--- config.mk ---
export PLATFORM = sky130hd
export DESIGN_NAME = regfile_ng
export DESIGN_NICKNAME = d
export VERILOG_FILES = /design/src/rtl/regfile_ng.sv
export SDC_FILE = /design/constraint.sdc
export NUM_CORES = 1
export LEC_CHECK = 0
export BUFFER_PORTS_ARGS = -buffer_cell sky130_fd_sc_hd__buf_2
export CAP_MARGIN = 20
export CORE_MARGIN = 2
export CORE_UTILIZATION = 30
export CTS_CLUSTER_SIZE = 20
export DETAILED_ROUTE_END_ITERATION = 8
export PLACE_DENSITY = 0.48
export SYNTH_ARGS = -nofsm -noshare
export SYNTH_HDL_FRONTEND = slang
export SYNTH_SLANG_ARGS = --single-unit
--- constraint.sdc ---
create_clock -name clk -period 3.7 [get_ports clk]
set_clock_uncertainty 0.05 [all_clocks]
set_input_delay 0.185 -clock clk [delete_from_list [all_inputs] [get_ports clk]]
set_output_delay 0.185 -clock clk [all_outputs]
set_load 0.05 [all_outputs]
--- src/rtl/regfile_ng.sv ---
// Register file with two combinational read ports, one synchronous write port,
// optional hardwired zero register and write-to-read forwarding, cleared sequentially after reset.
module regfile_ng #(
  parameter int DATA_W   = 32,
  parameter int ADDR_W   = 5,
  parameter int ZERO_REG = 1,
  parameter int BYPASS   = 1
) (
  input  logic              clk,
  input  logic              rst,
  input  logic [ADDR_W-1:0] Ra,
  input  logic [ADDR_W-1:0] Rb,
  input  logic [ADDR_W-1:0] Rw,
  input  logic              we,
  input  logic [DATA_W-1:0] din,
  output logic [DATA_W-1:0] Da,
  output logic [DATA_W-1:0] Db,
  output logic              ready
);

  localparam int DEPTH = 1 << ADDR_W;
  localparam logic [ADDR_W-1:0] LAST = ADDR_W'(DEPTH - 1);

  typedef enum logic {CLEAR, RUN} state_t;

  state_t            state, state_nxt;
  logic [ADDR_W-1:0] cnt, cnt_nxt;
  logic              ready_nxt;
  logic              wr_ok;
  logic [DATA_W-1:0] mem [DEPTH];

  // A write is real only in RUN and when it does not target the hardwired zero register.
  assign wr_ok = we && (state == RUN) && !((ZERO_REG != 0) && (Rw == '0));

  function automatic logic [DATA_W-1:0] read_port(
    input logic              rdy,
    input logic [ADDR_W-1:0] addr,
    input logic [DATA_W-1:0] mem_q,
    input logic              wr,
    input logic [ADDR_W-1:0] waddr,
    input logic [DATA_W-1:0] wdata
  );
    if (!rdy)
      return '0;
    else if ((ZERO_REG != 0) && (addr == '0))
      return '0;
    else if ((BYPASS != 0) && wr && (waddr == addr))
      return wdata;
    else
      return mem_q;
  endfunction

  always_comb begin
    state_nxt = state;
    cnt_nxt   = cnt;
    ready_nxt = ready;
    case (state)
      CLEAR: begin
        if (cnt == LAST) begin
          state_nxt = RUN;
          ready_nxt = 1'b1;
        end else begin
          cnt_nxt = cnt + ADDR_W'(1);
        end
      end
      RUN: ;
    endcase
  end

  always_ff @(posedge clk) begin
    if (rst) begin
      state <= CLEAR;
      cnt   <= '0;
      ready <= 1'b0;
    end else begin
      state <= state_nxt;
      cnt   <= cnt_nxt;
      ready <= ready_nxt;
    end
  end

  // The array is left untouched on the reset edge; the clear engine zeroes it afterwards.
  always_ff @(posedge clk) begin
    if (!rst) begin
      if (state == CLEAR)
        mem[cnt] <= '0;
      else if (wr_ok)
        mem[Rw] <= din;
    end
  end

  assign Da = read_port(ready, Ra, mem[Ra], wr_ok, Rw, din);
  assign Db = read_port(ready, Rb, mem[Rb], wr_ok, Rw, din);

endmodule

* Word-level counts from Yosys, hierarchy flattened
Memory sizes are Yosys's and may differ from the RTL's. Index checks and enable logic that the tools add are counted.
Cells by class: add/sub/neg operators 1, equality and inequality tests 3, multiplexer cells 18, bitwise gates (word level) 2, reductions and logical operators 11
Operator list (number):
- two-way mux 32 bit | 7
- OR reduction 32 bit | 1
- logical NOT 5 bit | 3
- equality test 5 bit | 2
- two-way mux 1 bit | 10
- adder 5 x 1 -> 5 bit, second input constant | 1
- equality test 5 bit, second input constant | 1
- two-way mux 5 bit | 1
- logical AND 1 bit | 4
- AND reduction 2 bit | 2
- NOT 1 bit | 2
- logical NOT 1 bit | 1
Storage, ports and cells: flip-flop bits (word level) 7, memory bits (writable) 1024, bits of input ports 50, output and inout bits 65, word-level logic and storage cells 39, memories 1
Memory list:
- mem | words 32, bits a word 32, rd ports 2, clocked after Yosys merged registers in 0, wr ports 1, RTL line 30 | logic [DATA_W-1:0] mem [DEPTH];

* Depth between registers and ports, before layout
word-level depth 9, gate-level depth with buffers 9, depth with buffers taken out 7

* Worst setup path after synthesis
OpenSTA, ideal clock, no wires.
kind register -> register, start point reg state, end point mem mem[15][0], enable pin, setup time 0.421 ns, arrival time 2.823 ns, required time 3.229 ns, slack 0.406 ns, cell stages (with the launch flop) 7, buffers on the path 1, clock period less this slack 3.294 ns, cells stage by stage dfxtp_1 nand2_1 a211oi_1 buf_2 mux2i_1 nand2_1 nor2_1
Between the ends: cells in the longest elaborated chain, start to end 8, elaborated cells between the ends (all ways) 12, those cells by class 9 x mux; 3 x reduce/logical
RTL lines:
- start: declaration | RTL line 26 | state_t state, state_nxt;
- start signal: assignment | RTL line 76 | state <= state_nxt;
- logical AND 1 bit (2 in a row) | RTL line 33 | assign wr_ok = we && (state == RUN) && !((ZERO_REG != 0) && (Rw == '0));
- two-way mux 1 bit | RTL line 87 | else if (wr_ok)
- two-way mux 1 bit | RTL line 85 | if (state == CLEAR)
- two-way mux 1 bit | RTL line 84 | if (!rst) begin
- two-way mux 1 bit (implied by the code) | RTL line 88 | mem[Rw] <= din;
- OR reduction 32 bit (no line)
- two-way mux 5 bit (no line) / two-way mux 1 bit (equally long branches)
- end: declaration | RTL line 30
Parallel ways exist; a longest one is shown, timed or not.

* Final worst setup path
start point reg state, end point out Db[17]
Between the ends: cells in the longest elaborated chain, start to end 6
RTL lines:
- logical AND 1 bit (2 in a row) | RTL line 33
- logical AND 1 bit | RTL line 47 | else if ((BYPASS != 0) && wr && (waddr == addr))
- two-way mux 32 bit | RTL line 47
- two-way mux 32 bit | RTL line 45 | else if ((ZERO_REG != 0) && (addr == '0))
- two-way mux 32 bit | RTL line 43 | if (!rdy)
- end: declaration | RTL line 17 | output logic [DATA_W-1:0] Db,
Every way passes these cells.

==> impl_results.md <==
* Accumulated negative setup slack at 0 ns
* Yosys reg bits at 1031
* R2R depth at 7
* CP arrival at 3.20 ns
* Slew Limit Fails at 0
* Routed wire per std cell at 31.8 um
* Final std cells w/o fill at 5101
* Global-route wire length before repair at about 230000 um
* CP Capture Type: output port
* Max_cap viols at 0
* Die height at between 400 and 500 um
* Synth Flop Type: edfxtp_1
* CP endpoint: Db[17]
* Distinct cells, synth at 44
* Static leakage at 17.6 nW
* IO Port Bufs at about 110
* Top cells by count, synth: edfxtp_1 (1024), mux4_2 (481), mux2i_1 (121), buf_2 (101), nand2_1 (100)
* Ys async rst share at 0
* Startpoint types: register
* Initial antenna violation count at 10
* Internal at 19.7 mW
* Initial Utilization at 0.303
* Vias/cell at 5.63
* CTS tree: done
* P&R area growth vs syn at 19.6%
* Combinational share of power at 0.074
* Critical Path RT at 3.46 ns
* Fmax at between 0.2 and 0.3 GHz
* R2R Setup Slk at 0.57 ns
* Placed Cells at 4863
* Total gr overflow at 0
* Period utilisation layout at 0.929
* Top cells by area, synth: edfxtp_1 (63%), mux4_2 (22%), mux2i_1 (2.5%), mux2_2 (1.8%), a22oi_1 (1.4%)
* Placer Congestion at about 0.83
* Seq/Total Area, Yosys at 0.635
* Synthesized cell area at ~50000 um^2
* TritonCTS Sinks at 1031
* CTS H-tree depth at 3
* Die W at between 400 and 500 um
* Outcome: complete, no violations
* Post-DP HPWL at 104000 um
* RR Startpoint: state
* Worst setup path start: state
* Sequential power share at 0.499
* Count of final hold-check violations at 0
* Total power at 25.6 mW
* Headroom to the max-slew limit at 0.357
* Clock latency on the worst-skew pair at ~0.72 ns
* Fin crit period at 3.44 ns
* CORE AREA at 161000 um^2
* All-Layer GR Usage at 0.196
* Fin util at 0.362
* Worst-Margin Slew at 0.960 ns
* Vias in the first global route at 29553
* Net switching power at 5.86 mW
* Post-synth net total at 2650
* Fin nets at 2901
* Num CTS Buffers at 107
* CP max FO at 24
* Share of cells above drive strength 1 at 0.386
* Pin count of the biggest net entering global routing at 68
* EDFF count, synth at 1024
* Final number of setup-violating endpoints at 0
* Most common cell in the synthesized netlist: edfxtp_1
* Routed WL at 162000 um
* Switching share of total power at 0.229
* Mapped Avg Cell Area at 18.7 um^2
* # DRC at 0
* Fill count at 14841
* Clk pwr share at 0.427
* Yosys top cell area share at 0.632
* Pwr/cell area at 440 nW/um^2
* Rows at 147
* RR Endpoint: mem[20][14]
* Clock buffer depth at 3
* CTS root buffer: clkbuf_16
* I/O pins at 115
* Setup CP Type: reg2out
* Final Cell Area at 58200 um^2
* Syn Inst Count at 2598
* Setup bufs post-CTS at 0
* Via count at 28720
* Antenna Nets Post-Route at 0
* DR pass1 iterations at 5
* Max VDD drop at 0.326 mV
* Worst hold path type: in2reg
* Cell taking the most area after synthesis: edfxtp_1
* Ys Warns at 0
* RSZ-0062 raised after global routing: false
* Placed instance area at 54100 um^2
* Drt initial violations at 3387
* Die ar. at approximately 170000 um^2
* CTS clk-pin slew, worst paths at 0.06 ns
final cells by class:
cell class	instances	area, um^2	share of cell area
antenna	2	5.00	0.0000860
clock buffer	129	2820	0.0485
clock inverter	70	692	0.0119
inverter	39	146	0.00252
multi-input combinational	1315	17200	0.296
sequential	1031	30900	0.531
tap	2160	2700	0.0464
timing repair buffer	355	3710	0.0637
critical path: stages, from the launching register on:
cell and delay, ns:
dfxtp_1 0.33, nand2_1 0.13, a21oi_2 0.35, nand4_1 0.25, buf_4 0.32, o221ai_1 0.63, buf_4 0.28, buf_12 0.14
timing repair:
item / in CTS / in global routing
pin swaps: 0 / 0
gates resized for setup: 1 / 1
setup endpoints to repair: 1 / 1
hold buffers: 23 / 0
hold endpoints to repair: 424 / 0
how the worst min path moves through the flow:
stage	start	endpoint	depth (start not counted)
finish	din[17]	mem[20][17]	3
global route	din[17]	mem[22][17]	3
CTS	din[13]	mem[2][13]	3
detailed placement	cnt[4]	cnt[4]	2
global placement	cnt[4]	cnt[4]	2
floorplan	cnt[4]	cnt[4]	2
per-layer routing:
layer	share of wire	wire, um	vias to the layer above	global-route usage
met5	0.00017	28	-	0
met1	0.43	70300	15513	0.280
met4	0.027	4310	6	0.0589
met2	0.46	74100	1404	0.300
li1	-	-	11551	-
met3	0.083	13500	246	0.0402
through the flow:
stage | setup slack [ns] | hold WS, ns
floorplan | 0.406 | 0.455
global placement | 0.434 | 0.509
global route | 0.134 | 0.0111
detailed placement | 0.435 | 0.525
CTS | 0.0898 | 0.0286
finish | 0.262 | 0.0191
sequential cells by signal, indices dropped and copies added, names as in the netlist:
| name | count |
|---|---|
| state | 1 |
| cnt | 5 |
| ready | 1 |
| mem | 1024 |
layout by cell type (no fill, tap or decap), types with 7 or more instances in the layout:
master	count
clkinv_2	17
dlygate4sd3_1	23
inv_1	39
buf_2	74
and3_1	22
o211ai_1	33
nor3_4	18
nand2b_1	8
clkinv_1	21
o221ai_1	32
nor2_1	57
clkbuf_1	19
a221oi_1	21
nor2_4	33
edfxtp_1	1024
clkinvlp_4	13
nor2b_1	10
nor3_2	14
a22oi_1	90
clkbuf_16	112
nand2_1	100
nand3_1	25
buf_16	8
bufinv_16	11
o21ai_1	28
mux2i_1	121
o21ai_0	39
buf_4	163
mux4_2	481
mux2_2	76
buf_8	9
dfxtp_1	7
xor2_1	12
a211oi_1	19
buf_12	71
a21oi_1	39
logic make-up (layout without fill, tap and decap cells):
kind of cell	after synthesis	after routing	share of synthesized area
fa+ha+maj	2	2	0.000514
compound gates	316	316	0.0449
simple gates	306	306	0.0284
mux	678	678	0.265
buf+inv	252	593	0.0237
flops	1031	1031	0.635
other cells	0	2	0
xor+xnor	13	13	0.00234
power by group through the flow:
stage / clock network, mW / logic (mW) / registers [mW]
floorplan: 0 / 1.16 / 13.0
global placement: 0 / 1.87 / 13.0
detailed placement: 0 / 1.88 / 13.0
CTS: 11.2 / 1.91 / 12.8
global route: 11.6 / 2.00 / 12.8
finish: 10.9 / 1.90 / 12.8
Note: power is estimated with default switching activity, not from simulation.
